$ cat src/rtl/muldiv_unit.sv
// -----------------------------------------------------------------------------
// muldiv_unit
//
// Iterative unsigned multiply / divide unit. One operation runs for exactly
// WIDTH iterations (one per clock) regardless of operand values:
//   - MUL : shift-add, result = low WIDTH bits of a*b
//   - DIV : restoring division, result = floor(a/b)
//   - REM : restoring division, result = a mod b
//   - 11  : reserved, result = 0
// Dividing by zero yields all-ones (DIV) or a (REM) and raises div_by_zero.
//
// Ports
//   clk          in   sole clock, rising edge
//   rst_n        in   synchronous active-low reset
//   start        in   begin an operation (honoured only when idle)
//   op[1:0]      in   00 MUL, 01 DIV, 10 REM, 11 reserved
//   a[WIDTH-1:0] in   multiplicand / dividend
//   b[WIDTH-1:0] in   multiplier / divisor
//   busy         out  operation in progress (RUN or DONE)
//   done         out  one-cycle pulse, result valid
//   result       out  product low bits, quotient or remainder (held)
//   div_by_zero  out  DIV/REM with b = 0, valid alongside done
// -----------------------------------------------------------------------------
module muldiv_unit #(
  parameter int WIDTH = 19
) (
  input  logic             clk,
  input  logic             rst_n,
  input  logic             start,
  input  logic [1:0]       op,
  input  logic [WIDTH-1:0] a,
  input  logic [WIDTH-1:0] b,
  output logic             busy,
  output logic             done,
  output logic [WIDTH-1:0] result,
  output logic             div_by_zero
);

  localparam int CNT_W = $clog2(WIDTH + 1);

  localparam logic [1:0] OP_MUL = 2'b00;
  localparam logic [1:0] OP_DIV = 2'b01;
  localparam logic [1:0] OP_REM = 2'b10;

  typedef enum logic [1:0] {
    S_IDLE = 2'b00,
    S_RUN  = 2'b01,
    S_DONE = 2'b10
  } state_e;

  state_e state_q, state_d;

  // Datapath registers. Their meaning depends on the latched operation:
  //   MUL     : acc = running product, x = shifted multiplicand,
  //             y = shifted multiplier
  //   DIV/REM : acc = partial remainder, x = dividend shifting out at the
  //             top while quotient bits shift in at the bottom, y = divisor
  logic [CNT_W-1:0] cnt_q,    cnt_d;
  logic [1:0]       op_q,     op_d;
  logic [WIDTH-1:0] acc_q,    acc_d;
  logic [WIDTH-1:0] x_q,      x_d;
  logic [WIDTH-1:0] y_q,      y_d;
  logic [WIDTH-1:0] result_q, result_d;
  logic             dbz_q,    dbz_d;

  logic             last_iter;
  logic [WIDTH-1:0] mul_acc;
  logic [WIDTH:0]   rem_shift;
  logic [WIDTH:0]   rem_diff;
  logic             div_ok;
  logic [WIDTH-1:0] rem_next;
  logic [WIDTH-1:0] quo_next;

  assign last_iter = (cnt_q == CNT_W'(WIDTH - 1));

  // ---------------------------------------------------------------------------
  // FSM: state register
  // ---------------------------------------------------------------------------
  // NOTE: sequential state is updated with non-blocking assignments so every
  // register samples the pre-edge values of the others.
  always_ff @(posedge clk) begin
    if (!rst_n) begin
      state_q <= S_IDLE;
    end else begin
      state_q <= state_d;
    end
  end

  // ---------------------------------------------------------------------------
  // FSM: next-state logic
  // ---------------------------------------------------------------------------
  // NOTE: every combinational output gets a default before the case so no
  // path leaves it unassigned and no latch is inferred.
  always_comb begin
    state_d = state_q;
    unique case (state_q)
      S_IDLE:  if (start)     state_d = S_RUN;
      S_RUN:   if (last_iter) state_d = S_DONE;
      S_DONE:                 state_d = S_IDLE;
      default:                state_d = S_IDLE;
    endcase
  end

  // ---------------------------------------------------------------------------
  // FSM: outputs
  // ---------------------------------------------------------------------------
  always_comb begin
    busy        = (state_q != S_IDLE);
    done        = (state_q == S_DONE);
    result      = result_q;
    div_by_zero = dbz_q;
  end

  // ---------------------------------------------------------------------------
  // One iteration of each algorithm, computed from the current registers
  // ---------------------------------------------------------------------------
  always_comb begin
    mul_acc   = acc_q + (y_q[0] ? x_q : '0);

    // Bring the next dividend bit (MSB first) into the partial remainder and
    // trial-subtract the divisor. The partial remainder is always below the
    // divisor (or, for b = 0, holds fewer than WIDTH dividend bits), so
    // rem_shift never uses its top bit and a set top bit of the difference
    // means the subtraction borrowed.
    rem_shift = {acc_q, x_q[WIDTH-1]};
    rem_diff  = rem_shift - {1'b0, y_q};
    div_ok    = ~rem_diff[WIDTH];
    rem_next  = div_ok ? rem_diff[WIDTH-1:0] : rem_shift[WIDTH-1:0];
    quo_next  = {x_q[WIDTH-2:0], div_ok};
    // With b = 0 every trial subtraction succeeds, so the quotient naturally
    // ends as all ones and the remainder as a, with no special case needed.
  end

  // ---------------------------------------------------------------------------
  // Datapath next-state
  // ---------------------------------------------------------------------------
  always_comb begin
    cnt_d    = cnt_q;
    op_d     = op_q;
    acc_d    = acc_q;
    x_d      = x_q;
    y_d      = y_q;
    result_d = result_q;
    dbz_d    = 1'b0;

    unique case (state_q)
      S_IDLE: begin
        if (start) begin
          op_d  = op;
          x_d   = a;
          y_d   = b;
          acc_d = '0;
          cnt_d = '0;
        end
      end

      S_RUN: begin
        cnt_d = cnt_q + CNT_W'(1);
        unique case (op_q)
          OP_MUL: begin
            acc_d = mul_acc;
            x_d   = x_q << 1;
            y_d   = y_q >> 1;
          end
          OP_DIV, OP_REM: begin
            acc_d = rem_next;
            x_d   = quo_next;
          end
          default: ;
        endcase

        // The final iteration's outcome goes straight into result so it is
        // valid together with done and never shows intermediate values.
        if (last_iter) begin
          unique case (op_q)
            OP_MUL:  result_d = mul_acc;
            OP_DIV:  result_d = quo_next;
            OP_REM:  result_d = rem_next;
            default: result_d = '0;
          endcase
          dbz_d = ((op_q == OP_DIV) || (op_q == OP_REM)) && (y_q == '0);
        end
      end

      default: ;
    endcase
  end

  // ---------------------------------------------------------------------------
  // Datapath registers
  // ---------------------------------------------------------------------------
  // NOTE: every datapath register is reset, not just the control state, so
  // outputs read as zero straight out of reset and an aborted operation
  // leaves nothing behind.
  always_ff @(posedge clk) begin
    if (!rst_n) begin
      cnt_q    <= '0;
      op_q     <= '0;
      acc_q    <= '0;
      x_q      <= '0;
      y_q      <= '0;
      result_q <= '0;
      dbz_q    <= 1'b0;
    end else begin
      cnt_q    <= cnt_d;
      op_q     <= op_d;
      acc_q    <= acc_d;
      x_q      <= x_d;
      y_q      <= y_d;
      result_q <= result_d;
      dbz_q    <= dbz_d;
    end
  end

endmodule

$ cat config.mk
export PLATFORM = sky130hd
export DESIGN_NAME = muldiv_unit
export DESIGN_NICKNAME = d
export VERILOG_FILES = /design/src/rtl/muldiv_unit.sv
export SDC_FILE = /design/constraint.sdc
export NUM_CORES = 1
export LEC_CHECK = 0
export ABC_AREA = 1
export BUFFER_PORTS_ARGS = -buffer_cell sky130_fd_sc_hd__buf_2
export CAP_MARGIN = 20
export CORE_MARGIN = 4
export CORE_UTILIZATION = 32
export CTS_BUF_LIST = sky130_fd_sc_hd__clkbuf_2 sky130_fd_sc_hd__clkbuf_4 sky130_fd_sc_hd__clkbuf_8
export DETAILED_ROUTE_END_ITERATION = 10
export PLACE_DENSITY = 0.47
export SLEW_MARGIN = 20
export SYNTH_ARGS = -nofsm -noshare
export SYNTH_HDL_FRONTEND = slang
export SYNTH_SLANG_ARGS = --single-unit
$ cat constraint.sdc
create_clock -name clk -period 3.6 [get_ports clk]
set_clock_uncertainty 0.2 [all_clocks]
set_input_delay 0.54 -clock clk [delete_from_list [all_inputs] [get_ports clk]]
set_output_delay 0.54 -clock clk [all_outputs]
set_load 0.05 [all_outputs]
==> run metrics <==
status complete, no violations; r2r setup slk ~580 ps; clock-pin slew on the worst setup and hold paths between 100 and 150 ps; Max Root-Sink Buffers 2; asr flop ratio synth 0; total die area approximately 0.024 sq mm; Finished Layout Cells 1471; CP arrival 3060 ps; Synth Warn # 0; number of flops mapped to enable cells by yosys 0; GR Overflow Total 0; ys flop type dfxtp_1; initial antenna violation count 0; Die Height 154 um; largest fanout on the critical path 18; Max Cap Viol 0; Worst-Skew Late Latency 400 ps; hold_buf cts 0; Setup crit start kind flop; Setup TNS 0 ps; row cnt 52; Worst EP required between 3000 and 4000 ps; Final WS setup around 580 ps; Tmin final 3020 ps; hold path depth 3; Slew Limit Fails 0; ratio of final minimum period to clock period 0.838; overall power 3.08 mW; drt via density 4.94; Die Width about 150 um; CTS Buf Count 9; via count roughly 7300; FF-to-FF path depth 17; Unique masters post-synth 35; GP Congestion 0.934; final-report setup violation count 0; syn avg cell area 5.91 sq um; fillers between 2000 and 2500; number of remaining DRC errors 0; pre-CTS setup slack slightly below 600 ps; vias in the first global route between 6000 and 7000; total setup buffers inserted after CTS 0; CP Class flop to flop; Total Routed Length between 20000 and 25000 um; largest net degree at the start of global routing 46; clock root buffer clkbuf_8; CTS tree built; CTS H-tree depth 3; total track usage 0.196; post-synthesis cell count 1148; Area growth, synth to finish 11.7%; IO Count 65; static leakage 3.86 nW; Storage cell area between 0.0015 and 0.002 sq mm; RR Endpoint result[16]$_SDFFE_PN0P_; beginning of the critical path y_q[0]$_SDFFE_PN0P_; first-pass GRT wire length between 30000 and 40000 um; Worst-Margin Slew about 950 ps; syn nets around 1200; Hold Path Sink x_q[14]$_SDFFE_PN0P_; WL/cell about 16 um; Max-slew headroom 0.364; Routed Antenna Nets 0; number of diodes 0; Worst setup EP type flop; sequential fraction of the synthesis area 0.254; Multi-input gate area roughly 0.0043 sq mm; Fin. Hold Viols 0; pwr/cell area between 400 and 500 mW/mm^2; Cell Count Post-Placement around 1500; Hold Startpoint a[14]; core area roughly 0.021 sq mm; f_max 331 MHz; unrepaired setup endpoints after global routing false; dpl hpwl 17900 um; Yosys reg bits 86; number of I/O port buffers 64; Initial Util 0.330; HP Class primary input to flop; ratio of cells with drive above 1 in the final layout 0.0958; RR Startpoint y_q[0]$_SDFFE_PN0P_; post-CTS sizing 0; TritonCTS Sinks 86; drt first-iter violations around 420; VDD IR max 0.000192 V; Nets between 1000 and 1500; Post-Synthesis Cell Area roughly 0.0068 sq mm; Pre-antenna DRT Iters 5
critical path, stage by stage, from the launching register on:
cell	delay (ps)
dfxtp_1	420
buf_4	290
nand2_1	140
fa_1	430
inv_1	90
nand2_1	60
o21ai_0	400
nand3_1	160
nand2_1	120
nand3_1	110
nand2_1	80
nand2_1	60
nand3_1	80
nand2_1	50
inv_1	50
nand2_1	40
nand2_1	50
a21oi_1	60
cell usage after synthesis, types with 3 or more instances:
master / n / area, sq um
a21o_1: 3 / 22.5
a21oi_1: 80 / 400
a31oi_1: 37 / 231
buf_1: 5 / 18.8
clkbuf_1: 34 / 128
dfxtp_1: 86 / 1720
ha_1: 44 / 551
inv_1: 150 / 563
nand2_1: 433 / 1630
nand2_2: 8 / 50.1
nand3_1: 92 / 460
nand3b_1: 9 / 67.6
nand4_1: 7 / 43.8
nor2_1: 47 / 176
nor3_1: 5 / 25.0
nor4_1: 3 / 18.8
o21a_1: 3 / 22.5
o21ai_0: 60 / 300
o21bai_1: 5 / 37.5
xnor2_1: 9 / 78.8
xor2_1: 6 / 52.6
where the power goes:
group / switching [mW] / internal [mW]
Sequential: 0.0929 / 1.02
Clock: 0.441 / 0.266
Combinational: 0.846 / 0.411
state kept, by name, summed over array words and instances (netlist names):
name / cells
result: 19
state_q: 2
op_q: 2
acc_q: 19
y_q: 19
div_by_zero: 1
x_q: 19
cnt_q: 5
through the flow:
| step | hold WS (ps) | area, sq um | utilization |
|---|---|---|---|
| 2_1_floorplan | 257 | 6780 | - |
| 3_3_place_gp | 253 | 7380 | 0.359 |
| 3_5_place_dp | 254 | 7380 | 0.359 |
| 4_1_cts | 176 | 7570 | 0.368 |
| 5_1_grt | 185 | 7570 | 0.368 |
| 6_report | 197 | 7570 | 0.368 |
final cells by class:
class,instances,share of cell area
clock buffer,9,0.0164
clock inverter,7,0.00843
inverter,154,0.0764
multi-input combinational,865,0.569
sequential,86,0.227
tap,270,0.0446
timing repair buffer,80,0.0582
cell usage in the layout (no fill, tap or decap), types with 2 or more instances in the layout:
cell type  count
a21o_1         3
a21oi_1       80
a31oi_1       37
buf_2         64
buf_4         16
clkbuf_8       9
clkinv_1       2
dfxtp_1       86
fa_1           2
ha_1          44
inv_1        150
inv_2          2
inv_6          4
nand2_1      433
nand2_2        8
nand3_1       92
nand3b_1       9
nand4_1        7
nor2_1        47
nor2_2         2
nor2_4         2
nor3_1         5
nor4_1         3
o21a_1         3
o21ai_0       60
o21bai_1       5
xnor2_1        9
xor2_1         6
kinds of logic (layout without fill, tap and decap cells):
group                      after synthesis  in the layout  share of synthesized area
AOI/OAI and AO/OA                      192            192                      0.154
buffers and inverters                  197            250                      0.112
DFF                                     86             86                      0.254
xor gates and xnor gates                15             15                     0.0194
and+or+nand+nor                        612            612                      0.374
adders and majority gates               46             46                     0.0871
layer usage:
layer	vias up	global-route usage	routed length [um]
met2	148	0.313	10300
met4	0	0.0530	506
met3	29	0.0245	791
met5	-	0	0
met1	3309	0.280	11600
li1	3781	-	-
how the worst max path moves through the flow:
| stage | end | slack, ps | cells after the start |
|---|---|---|---|
| after global placement | result[16]$_SDFFE_PN0P_ | 680 | 17 |
| after detailed placement | result[16]$_SDFFE_PN0P_ | 590 | 17 |
| after CTS | result[16]$_SDFFE_PN0P_ | 560 | 17 |
| final | result[16]$_SDFFE_PN0P_ | 580 | 17 |
| after global routing | result[16]$_SDFFE_PN0P_ | 260 | 17 |
| after floorplan | result[16]$_SDFFE_PN0P_ | 790 | 20 |
No activity file was read; power rests on OpenSTA's default activity.
